===== src/rtl/decode_stage.sv =====
// RV32 decode stage: combinational decode of the fetched word, registered into a
// two-deep (main + skid) pipeline slot with valid/ready handshakes on both sides.
module decode_stage #(
  parameter int XLEN          = 32,
  parameter bit ENABLE_M      = 1'b0,
  parameter bit ENABLE_SYSTEM = 1'b1
) (
  input  logic            clk,
  input  logic            rst,
  input  logic            flush,
  input  logic            in_valid,
  output logic            in_ready,
  input  logic [31:0]     in_instr,
  input  logic [XLEN-1:0] in_pc,
  output logic            out_valid,
  input  logic            out_ready,
  output logic [XLEN-1:0] out_pc,
  output logic [4:0]      rs1_addr,
  output logic [4:0]      rs2_addr,
  output logic [4:0]      rd_addr,
  output logic [2:0]      func3,
  output logic [31:0]     imm,
  output logic [4:0]      alu_ctrl,
  output logic            alu_src1_is_pc,
  output logic            alu_src2_is_imm,
  output logic            use_mem,
  output logic            mem_write,
  output logic            is_branch,
  output logic            is_jump,
  output logic            is_jalr,
  output logic            do_write_back,
  output logic            is_muldiv,
  output logic            is_system,
  output logic            illegal
);

  localparam logic [6:0] OPC_LUI      = 7'b0110111;
  localparam logic [6:0] OPC_AUIPC    = 7'b0010111;
  localparam logic [6:0] OPC_JAL      = 7'b1101111;
  localparam logic [6:0] OPC_JALR     = 7'b1100111;
  localparam logic [6:0] OPC_BRANCH   = 7'b1100011;
  localparam logic [6:0] OPC_LOAD     = 7'b0000011;
  localparam logic [6:0] OPC_STORE    = 7'b0100011;
  localparam logic [6:0] OPC_OP_IMM   = 7'b0010011;
  localparam logic [6:0] OPC_OP       = 7'b0110011;
  localparam logic [6:0] OPC_MISC_MEM = 7'b0001111;
  localparam logic [6:0] OPC_SYSTEM   = 7'b1110011;

  // NOP shares the all-zero encoding with ADD; the flags tell execute what to do.
  localparam logic [4:0] ALU_ADD = 5'b00000;
  localparam logic [4:0] ALU_NOP = 5'b00000;

  typedef struct packed {
    logic [XLEN-1:0] pc;
    logic [4:0]      rs1_addr;
    logic [4:0]      rs2_addr;
    logic [4:0]      rd_addr;
    logic [2:0]      func3;
    logic [31:0]     imm;
    logic [4:0]      alu_ctrl;
    logic            alu_src1_is_pc;
    logic            alu_src2_is_imm;
    logic            use_mem;
    logic            mem_write;
    logic            is_branch;
    logic            is_jump;
    logic            is_jalr;
    logic            do_write_back;
    logic            is_muldiv;
    logic            is_system;
    logic            illegal;
  } bundle_t;

  typedef enum logic [1:0] {
    EMPTY,
    FULL,
    SKID
  } state_t;

  logic [6:0] opcode;
  logic [2:0] f3;
  logic [6:0] f7;

  assign opcode = in_instr[6:0];
  assign f3     = in_instr[14:12];
  assign f7     = in_instr[31:25];

  bundle_t dec;
  logic    fmt_r, fmt_i, fmt_s, fmt_b, fmt_u, fmt_j;
  logic    legal;

  always_comb begin
    dec   = '0;
    fmt_r = 1'b0;
    fmt_i = 1'b0;
    fmt_s = 1'b0;
    fmt_b = 1'b0;
    fmt_u = 1'b0;
    fmt_j = 1'b0;
    legal = 1'b1;

    case (opcode)
      OPC_LUI: begin
        fmt_u               = 1'b1;
        dec.alu_src2_is_imm = 1'b1;
        dec.alu_ctrl        = ALU_ADD;
      end
      OPC_AUIPC: begin
        fmt_u               = 1'b1;
        dec.alu_src1_is_pc  = 1'b1;
        dec.alu_src2_is_imm = 1'b1;
        dec.alu_ctrl        = ALU_ADD;
      end
      OPC_JAL: begin
        fmt_j               = 1'b1;
        dec.alu_src1_is_pc  = 1'b1;
        dec.alu_src2_is_imm = 1'b1;
        dec.is_jump         = 1'b1;
        dec.alu_ctrl        = ALU_NOP;
      end
      OPC_JALR: begin
        fmt_i               = 1'b1;
        dec.alu_src2_is_imm = 1'b1;
        dec.is_jump         = 1'b1;
        dec.is_jalr         = 1'b1;
        dec.alu_ctrl        = ALU_NOP;
        legal               = (f3 == 3'b000);
      end
      OPC_BRANCH: begin
        fmt_b         = 1'b1;
        dec.is_branch = 1'b1;
        dec.alu_ctrl  = {2'b10, f3};
        legal         = (f3[2:1] != 2'b01);
      end
      OPC_LOAD: begin
        fmt_i               = 1'b1;
        dec.alu_src2_is_imm = 1'b1;
        dec.use_mem         = 1'b1;
        dec.alu_ctrl        = ALU_ADD;
        legal               = !((f3 == 3'b011) || (f3 == 3'b110) || (f3 == 3'b111));
      end
      OPC_STORE: begin
        fmt_s               = 1'b1;
        dec.alu_src2_is_imm = 1'b1;
        dec.use_mem         = 1'b1;
        dec.mem_write       = 1'b1;
        dec.alu_ctrl        = ALU_ADD;
        legal               = (f3 < 3'b011);
      end
      OPC_OP_IMM: begin
        fmt_i               = 1'b1;
        dec.alu_src2_is_imm = 1'b1;
        // Only SRAI borrows bit 30 as the arithmetic selector; ADDI etc. keep it as immediate.
        dec.alu_ctrl        = {1'b0, (f3 == 3'b101) && in_instr[30], f3};
        if (f3 == 3'b001) begin
          legal = (f7 == 7'b0000000);
        end else if (f3 == 3'b101) begin
          legal = (f7 == 7'b0000000) || (f7 == 7'b0100000);
        end
      end
      OPC_OP: begin
        fmt_r = 1'b1;
        if (f7 == 7'b0000000) begin
          dec.alu_ctrl = {2'b00, f3};
        end else if ((f7 == 7'b0100000) && ((f3 == 3'b000) || (f3 == 3'b101))) begin
          dec.alu_ctrl = {2'b01, f3};
        end else if ((f7 == 7'b0000001) && ENABLE_M) begin
          dec.is_muldiv = 1'b1;
          dec.alu_ctrl  = {2'b00, f3};
        end else begin
          legal = 1'b0;
        end
      end
      OPC_MISC_MEM: begin
        dec.alu_ctrl = ALU_NOP;
      end
      OPC_SYSTEM: begin
        fmt_i         = 1'b1;
        dec.is_system = 1'b1;
        legal         = ENABLE_SYSTEM &&
                        ((in_instr == 32'h0000_0073) || (in_instr == 32'h0010_0073));
      end
      default: begin
        legal = 1'b0;
      end
    endcase

    dec.pc       = in_pc;
    dec.rs1_addr = (fmt_r || fmt_i || fmt_s || fmt_b) ? in_instr[19:15] : 5'd0;
    dec.rs2_addr = (fmt_r || fmt_s || fmt_b) ? in_instr[24:20] : 5'd0;
    dec.rd_addr  = (fmt_r || fmt_i || fmt_u || fmt_j) ? in_instr[11:7] : 5'd0;
    dec.func3    = (fmt_r || fmt_i || fmt_s || fmt_b) ? f3 : 3'd0;

    if (fmt_i) begin
      dec.imm = {{20{in_instr[31]}}, in_instr[31:20]};
    end else if (fmt_s) begin
      dec.imm = {{20{in_instr[31]}}, in_instr[31:25], in_instr[11:7]};
    end else if (fmt_b) begin
      dec.imm = {{19{in_instr[31]}}, in_instr[31], in_instr[7], in_instr[30:25],
                 in_instr[11:8], 1'b0};
    end else if (fmt_u) begin
      dec.imm = {in_instr[31:12], 12'd0};
    end else if (fmt_j) begin
      dec.imm = {{11{in_instr[31]}}, in_instr[31], in_instr[19:12], in_instr[20],
                 in_instr[30:21], 1'b0};
    end

    dec.do_write_back = (fmt_r || fmt_i || fmt_u || fmt_j) && (dec.rd_addr != 5'd0);

    // Illegal words still travel down the pipe, but must not cause any side effect.
    if (!legal) begin
      dec.use_mem       = 1'b0;
      dec.mem_write     = 1'b0;
      dec.is_branch     = 1'b0;
      dec.is_jump       = 1'b0;
      dec.is_jalr       = 1'b0;
      dec.do_write_back = 1'b0;
      dec.is_muldiv     = 1'b0;
      dec.is_system     = 1'b0;
      dec.alu_ctrl      = ALU_NOP;
      dec.illegal       = 1'b1;
    end
  end

  state_t  state_q, state_d;
  bundle_t main_q, skid_q;
  logic    accept;
  logic    load_main_dec, load_main_skid, load_skid;

  assign in_ready  = (state_q != SKID);
  assign out_valid = (state_q != EMPTY);
  assign accept    = in_valid && in_ready;

  always_comb begin
    state_d        = state_q;
    load_main_dec  = 1'b0;
    load_main_skid = 1'b0;
    load_skid      = 1'b0;

    if (flush) begin
      state_d = EMPTY;
    end else begin
      case (state_q)
        EMPTY: begin
          if (accept) begin
            load_main_dec = 1'b1;
            state_d       = FULL;
          end
        end
        FULL: begin
          if (accept && out_ready) begin
            load_main_dec = 1'b1;
          end else if (accept) begin
            load_skid = 1'b1;
            state_d   = SKID;
          end else if (out_ready) begin
            state_d = EMPTY;
          end
        end
        SKID: begin
          if (out_ready) begin
            load_main_skid = 1'b1;
            state_d        = FULL;
          end
        end
        default: begin
          state_d = EMPTY;
        end
      endcase
    end
  end

  always_ff @(posedge clk or posedge rst) begin
    if (rst) begin
      state_q <= EMPTY;
      main_q  <= '0;
      skid_q  <= '0;
    end else begin
      state_q <= state_d;
      if (load_main_dec) begin
        main_q <= dec;
      end else if (load_main_skid) begin
        main_q <= skid_q;
      end
      if (load_skid) begin
        skid_q <= dec;
      end
    end
  end

  assign out_pc          = main_q.pc;
  assign rs1_addr        = main_q.rs1_addr;
  assign rs2_addr        = main_q.rs2_addr;
  assign rd_addr         = main_q.rd_addr;
  assign func3           = main_q.func3;
  assign imm             = main_q.imm;
  assign alu_ctrl        = main_q.alu_ctrl;
  assign alu_src1_is_pc  = main_q.alu_src1_is_pc;
  assign alu_src2_is_imm = main_q.alu_src2_is_imm;
  assign use_mem         = main_q.use_mem;
  assign mem_write       = main_q.mem_write;
  assign is_branch       = main_q.is_branch;
  assign is_jump         = main_q.is_jump;
  assign is_jalr         = main_q.is_jalr;
  assign do_write_back   = main_q.do_write_back;
  assign is_muldiv       = main_q.is_muldiv;
  assign is_system       = main_q.is_system;
  assign illegal         = main_q.illegal;

endmodule


===== config.mk =====
export PLATFORM = sky130hd
export DESIGN_NAME = decode_stage
export DESIGN_NICKNAME = d
export VERILOG_FILES = /design/src/rtl/decode_stage.sv
export SDC_FILE = /design/constraint.sdc
export NUM_CORES = 1
export LEC_CHECK = 0
export ABC_AREA = 1
export BUFFER_PORTS_ARGS = -buffer_cell sky130_fd_sc_hd__buf_2
export CAP_MARGIN = 25
export CORE_ASPECT_RATIO = 1.1
export CORE_UTILIZATION = 34
export CTS_BUF_LIST = sky130_fd_sc_hd__clkbuf_16
export CTS_CLUSTER_DIAMETER = 50
export DETAILED_ROUTE_END_ITERATION = 12
export SLEW_MARGIN = 15
export SYNTH_ARGS = -nofsm -noshare
export SYNTH_HDL_FRONTEND = slang
export SYNTH_SLANG_ARGS = --single-unit
export TNS_END_PERCENT = 20

===== constraint.sdc =====
create_clock -name clk -period 6.8 [get_ports clk]
set_clock_uncertainty 0.15 [all_clocks]
set_input_delay 0 -clock clk [delete_from_list [all_inputs] [get_ports clk]]
set_output_delay 0 -clock clk [all_outputs]
set_load 0.05 [all_outputs]

==> flow_summary.yaml, run 1 <==
floorplanning:
  dieArea_um2: 27290
  initial_core_util_pct: 34.63
  die_w_um: 157.6
  die_h_um: 173.1
  boundaryPins: 169
  rows: 62
  core_area_um2: 26140
worst_setup_path:
  crit_fanout: 46
  worstPathRequired_ps: 7010
  cp-start-kind: "flip-flop"
  cp.arrival_ps: 3130
  end_kind: "flip-flop"
  setup.worst_path.class: "flip-flop to flip-flop"
cells_and_area:
  final_nets: 1383
  fin_util_pct: 43.80
  final_cell_mix: "nand2_1 (407), dfrtp_1 (196), buf_2 (167), inv_1 (98), o21ai_0 (78)"
  syn_to_final_growth_pct: 26.46
  drive_gt1_share_pct: 19.68
  instances_no_fill: 1679
  layout_commonest_cell: "nand2_1"
detailed_routing:
  m1WireLength_um: 11280
  wl_met3_um: 1421
  wire_per_inst_um: 14.97
  drt_wl_total_um: 25140
  first_iter_violations: 632
  drt-vias-per-instance: 4.724
  ant_nets: 0
  top_layer: "met4"
  drc: 0
  dr_wl_met2_um: 11570
  via_count: 7932
  drt_pre_antenna_iters: 5
synthesis:
  syn_avg_cell_area_um2: 8.208
  synth_warnings: 0
  synth-edff-count: 0
  synth.distinct_cells: 36
  async_flop_share_pct: 100.0
  seq_area_frac_synth_pct: 54.17
  syn_inst: 1103
  syn_area_um2: 9054
  synth_nets: 1172
  ys.flop_type: "dfrtp_1"
  ys_seq_elements: 196
cts:
  cts_tree: "yes"
  clkLatencyLatePin_ps: 430
  clock-sinks: 196
  post_cts_resized: 0
  clk_pin_slew_ps: 70
  clk_root_buffer_cell: "clkbuf_16"
  cts-htree-levels: 4
  post_cts_buffers: 0
  cts-buffers-inserted: 17
  clock_tree.buffer_depth: 2
  hold_buffers: 71
power_and_ir_drop:
  intPower_mw: 2.256
  p_clk_share_pct: 26.4
  comb_power_share_pct: 30.4
  switching_share_pct: 38.56
  power_density_nw_per_um2: 320.8
  ir_drop_uv: 177.9
  p_leak_nw: 5.858
  p_sw_mw: 1.416
  power_frac_seq_pct: 43.2
timing:
  setup_viol: 0
  slew_violations: 0
  finalCritPeriodShare_pct: 42.94
  hold_viol: 0
  tns_ps: 0
  slew-limit-headroom_pct: 36.26
  worst_pin_slew_ps: 956.0
  fin_crit_ps: 2920
  grt_setup_unrepaired: "no"
  fmax_ghz: 0.3425
global_routing:
  gr-total-overflow: 0
  first_global_vias: 7774
  grt_pass1_wl_um: 40840
  grt_max_degree: 121
  antenna_found_initial: 1
  track_usage_pct: 19.27
placement:
  post-dp-hpwl_um: 16620
  gp_congestion: 0.8770
  dpl.cell_count: 1575
  io_buffers: 167
flow_run:
  maxCapViolCount: 0
outcome:
  outcome: "finished, final reports clean"
min_path:
  hold_class: "input pin to flip-flop"
worst max-delay path, cell delays in order, from the launching register on:
cell and delay, ps:
dfrtp_1 410, inv_2 70, nor2_1 50, nand2_2 60
buf_4 450, inv_2 110, nor2_4 470, buf_12 250
buf_4 470, a22o_1 200, o21bai_1 90
layout make-up:
class,instances,area (µm²)
fillers,2622,14690
flip-flops and latches,196,4905
multi-input cells,736,3448
repair buffers,248,1654
inverters,115,444.2
well taps,352,440.4
clock buffers,17,425.4
clock inverters,14,130.1
diodes,1,2.502
routing by layer:
| layer | track usage, % | vias to the layer above |
|---|---|---|
| li1 | - | 3938 |
| met1 | 24.90 | 3727 |
| met2 | 30.20 | 211 |
| met3 | 4.912 | 56 |
| met4 | 8.697 | 0 |
| met5 | 0 | - |
cell families after synthesis:
| logic type | after synthesis | synth area share, % |
|---|---|---|
| xor+xnor | 1 | 0.09676 |
| compound gates | 203 | 13.70 |
| buf+inv | 171 | 7.794 |
| flops | 196 | 54.17 |
| other cells | 1 | 0.04142 |
| simple gates | 531 | 24.20 |
registers in the layout (all words and copies together) (netlist names), 3 cells and up:
register / flops
func3: 3
rd_addr: 5
out_pc: 32
rs1_addr: 5
rs2_addr: 5
imm: 32
alu_ctrl: 5
skid_q: 97
worst paths after layout:
| check | startpoint | to | slack [ps] | depth (start not counted) |
|---|---|---|---|---|
| max | state_q[1] | imm[31] | 3880 | 10 |
| min | in_instr[1] | mem_write | 30 | 5 |
| max reg2reg | state_q[1] | imm[31] | 3880 | 10 |
| min reg2reg | imm[11] | imm[11] | 330 | 2 |
| max in group asynchronous | rst | skid_q[27] | 5150 | 5 |
| min in group asynchronous | rst | out_pc[12] | 150 | 3 |
synth_stat cells (13+ instances only):
cell type,count,share of area [%]
a21oi_1,13,0.72
buf_2,21,1.2
clkbuf_1,21,0.87
dfrtp_1,196,54
inv_1,98,4.1
inv_2,15,0.62
nand2_1,409,17
nand3_1,38,2.1
nor2_1,55,2.3
o211ai_1,63,5.2
o21ai_0,78,4.3
o21ai_1,27,1.5
stage by stage:
| step | total power, mW | worst slack (ps) | hold slack (ps) | instance area [µm²] |
|---|---|---|---|---|
| 2_1_floorplan | 2.405 | 1309 | -51.82 | 9054 |
| 3_3_place_gp | 2.672 | 3530 | 73.92 | 10130 |
| 3_5_place_dp | 2.696 | 3837 | 79.50 | 10150 |
| 4_1_cts | 3.711 | 3812 | 4.112 | 11420 |
| 5_1_grt | 3.884 | 3642 | 31.16 | 11450 |
| 6_report | 3.673 | 3880 | 32.09 | 11450 |
power groups by stage:
stage          clock network (mW)  registers (mW)  logic (mW)
2_1_floorplan                   0            2.00       0.403
3_3_place_gp                    0            1.60        1.07
3_5_place_dp                    0            1.61        1.09
4_1_cts                     0.996            1.59        1.13
5_1_grt                      1.04            1.62        1.23
6_report                    0.968            1.59        1.12
(Power assumes the default switching activity.)
==> run 2: changes to the inputs <==
- clock period: 6.8 -> 2.44 ns (I/O delays scaled with it)
==> flow_summary.yaml, run 2 (synthesis results as in run 1) <==
cts:
  clock_tree.buffer_depth: 2
  cts-htree-levels: 4
  cts_tree: "yes"
  clk_root_buffer_cell: "clkbuf_16"
  clk_pin_slew_ps: 80
  cts-buffers-inserted: 17
  clkLatencyLatePin_ps: 430
  clock-sinks: 196
worst_setup_path:
  crit_buf_inv: 4
  setup.worst_path.class: "input pin to flip-flop"
  slowest_stage: "dlygate4sd3_1"
  cp-start-kind: "input pin"
  end_kind: "flip-flop"
  cp_cell_sequence: "dlygate4sd3_1 > buf_2 > nand2_4 > nor2_4 > nand2_2 > nand2_2 > nor2_8 > inv_4 > nand2_4 > o21ai_2 > dlygate4sd3_1 > nand2_1 > nand3_1"
  crit_family: "buffers and inverters"
  cp.arrival_ps: 2370
  critPathMaxStageDelay_ps: 590
  worstPathRequired_ps: 2600
  crit_fanout: 11
timing:
  slew-limit-headroom_pct: 50.88
  slew_violations: 0
  worst_pin_slew_ps: 736.8
  setup_viol: 0
  fin_crit_ps: 2207
  grt_setup_unrepaired: "no"
  holdWs_ps: 8.878
  fmax_ghz: 0.4532
  finalCritPeriodShare_pct: 90.44
  hold_viol: 0
detailed_routing:
  drt-vias-per-instance: 4.720
  drt_wl_total_um: 24990
  ant_nets: 0
  first_iter_violations: 523
  wire_per_inst_um: 14.81
  via_count: 7963
  drc: 0
  drt_pre_antenna_iters: 5
global_routing:
  grt_pass1_wl_um: 40830
  first_global_vias: 7765
  grt_max_degree: 102
  track_usage_pct: 19.14
  antenna_found_initial: 0
  gr-total-overflow: 0
floorplanning:
  initial_core_util_pct: 34.63
  die_w_um: 157.6
  die_h_um: 173.1
  dieArea_um2: 27290
  boundaryPins: 169
  core_area_um2: 26140
  rows: 62
cells_and_area:
  drive_gt1_share_pct: 19.93
  instances_no_fill: 1687
  final_cell_mix: "nand2_1 (407), dfrtp_1 (196), buf_2 (167), inv_1 (97), o21ai_0 (78)"
  final_cell_area_um2: 11580
  fillers: 2637
  fin_util_pct: 44.30
  largest_register_ffs: 97
  antenna_cells: 0
  syn_to_final_growth_pct: 27.90
  top_register: "skid_q"
  layout_commonest_cell: "nand2_1"
  final_nets: 1391
power_and_ir_drop:
  power_density_nw_per_um2: 891.5
  power_mw: 10.32
  p_leak_nw: 5.926
  ir_drop_uv: 391.1
outcome:
  outcome: "finished, final reports clean"
flow_run:
  maxCapViolCount: 0
placement:
  dpl-instance-area_um2: 10260
  dpl.cell_count: 1580
  post-dp-hpwl_um: 16910
  gp_congestion: 0.8753
  io_buffers: 167
min_path:
  hold_class: "input pin to async pin"
-- run 2: cell count changes in the layout (fill, tap and decap cells not counted), sizes merged --
cell | previous run | this run
diode | 1 | 0
buf | 177 | 181
clkinvlp | 4 | 3
dlygate4sd3 | 71 | 75
inv | 121 | 123
-- run 2: worst paths after layout --
| check | from | to | slack, ps | depth (start not counted) |
|---|---|---|---|---|
| worst max-delay path | in_instr[5] | imm[29] | 230 | 13 |
| worst min-delay path | rst | func3[2] | 9 | 3 |
| worst max register to register | state_q[1] | state_q[1] | 310 | 9 |
| worst min register to register | skid_q[5] | skid_q[5] | 330 | 2 |
| max in group asynchronous | rst | skid_q[57] | 1360 | 4 |
| min in group clk | in_instr[1] | mem_write | 10 | 5 |
-- run 2: timing repair --
action,4_1_cts,5_1_grt
setup endpoints to repair,0,0
setup buffers,0,0
hold buffers,75,0
gates resized for setup,0,0
endpoints found under the hold margin,383,0
-- run 2: power breakdown --
| part | switching (mW) | internal, mW | leakage [nW] |
|---|---|---|---|
| combinational | 2.29 | 0.843 | 3.06 |
| sequential | 0.366 | 4.05 | 2.59 |
| clock | 1.34 | 1.44 | 0.275 |
| total | 3.99 | 6.33 | 5.93 |
-- run 2: layout make-up --
class | instances | area, µm² | area share [%]
clock buffers | 17 | 425.4 | 3.674
clock inverters | 15 | 141.4 | 1.221
inverters | 115 | 440.4 | 3.803
multi-input cells | 736 | 3448 | 29.78
flip-flops and latches | 196 | 4905 | 42.36
well taps | 352 | 440.4 | 3.803
repair buffers | 256 | 1779 | 15.36
-- run 2: metrics by stage --
step	setup slack, ps	TNS [ps]
3_3_place_gp	497.5	0
4_1_cts	267.3	0
6_report	233.4	0
5_1_grt	102.2	0
2_1_floorplan	-242.4	-47510
3_5_place_dp	476.2	0
-- run 2: routing by layer --
layer | wire, µm | global-route usage (%)
met5 | 0 | 0
met1 | 11500 | 25.76
met3 | 1242 | 4.211
met4 | 646 | 7.362
met2 | 11600 | 29.90
-- run 2: worst reg2reg max path, stage by stage (launching register included) --
cell and delay, ps:
dfrtp_1 390, inv_2 50, nand2_1 70, inv_2 50
nand2_1 80, nor2_1 60, nand2_2 100, buf_12 340
o31ai_1 150, dlygate4sd3_1 580
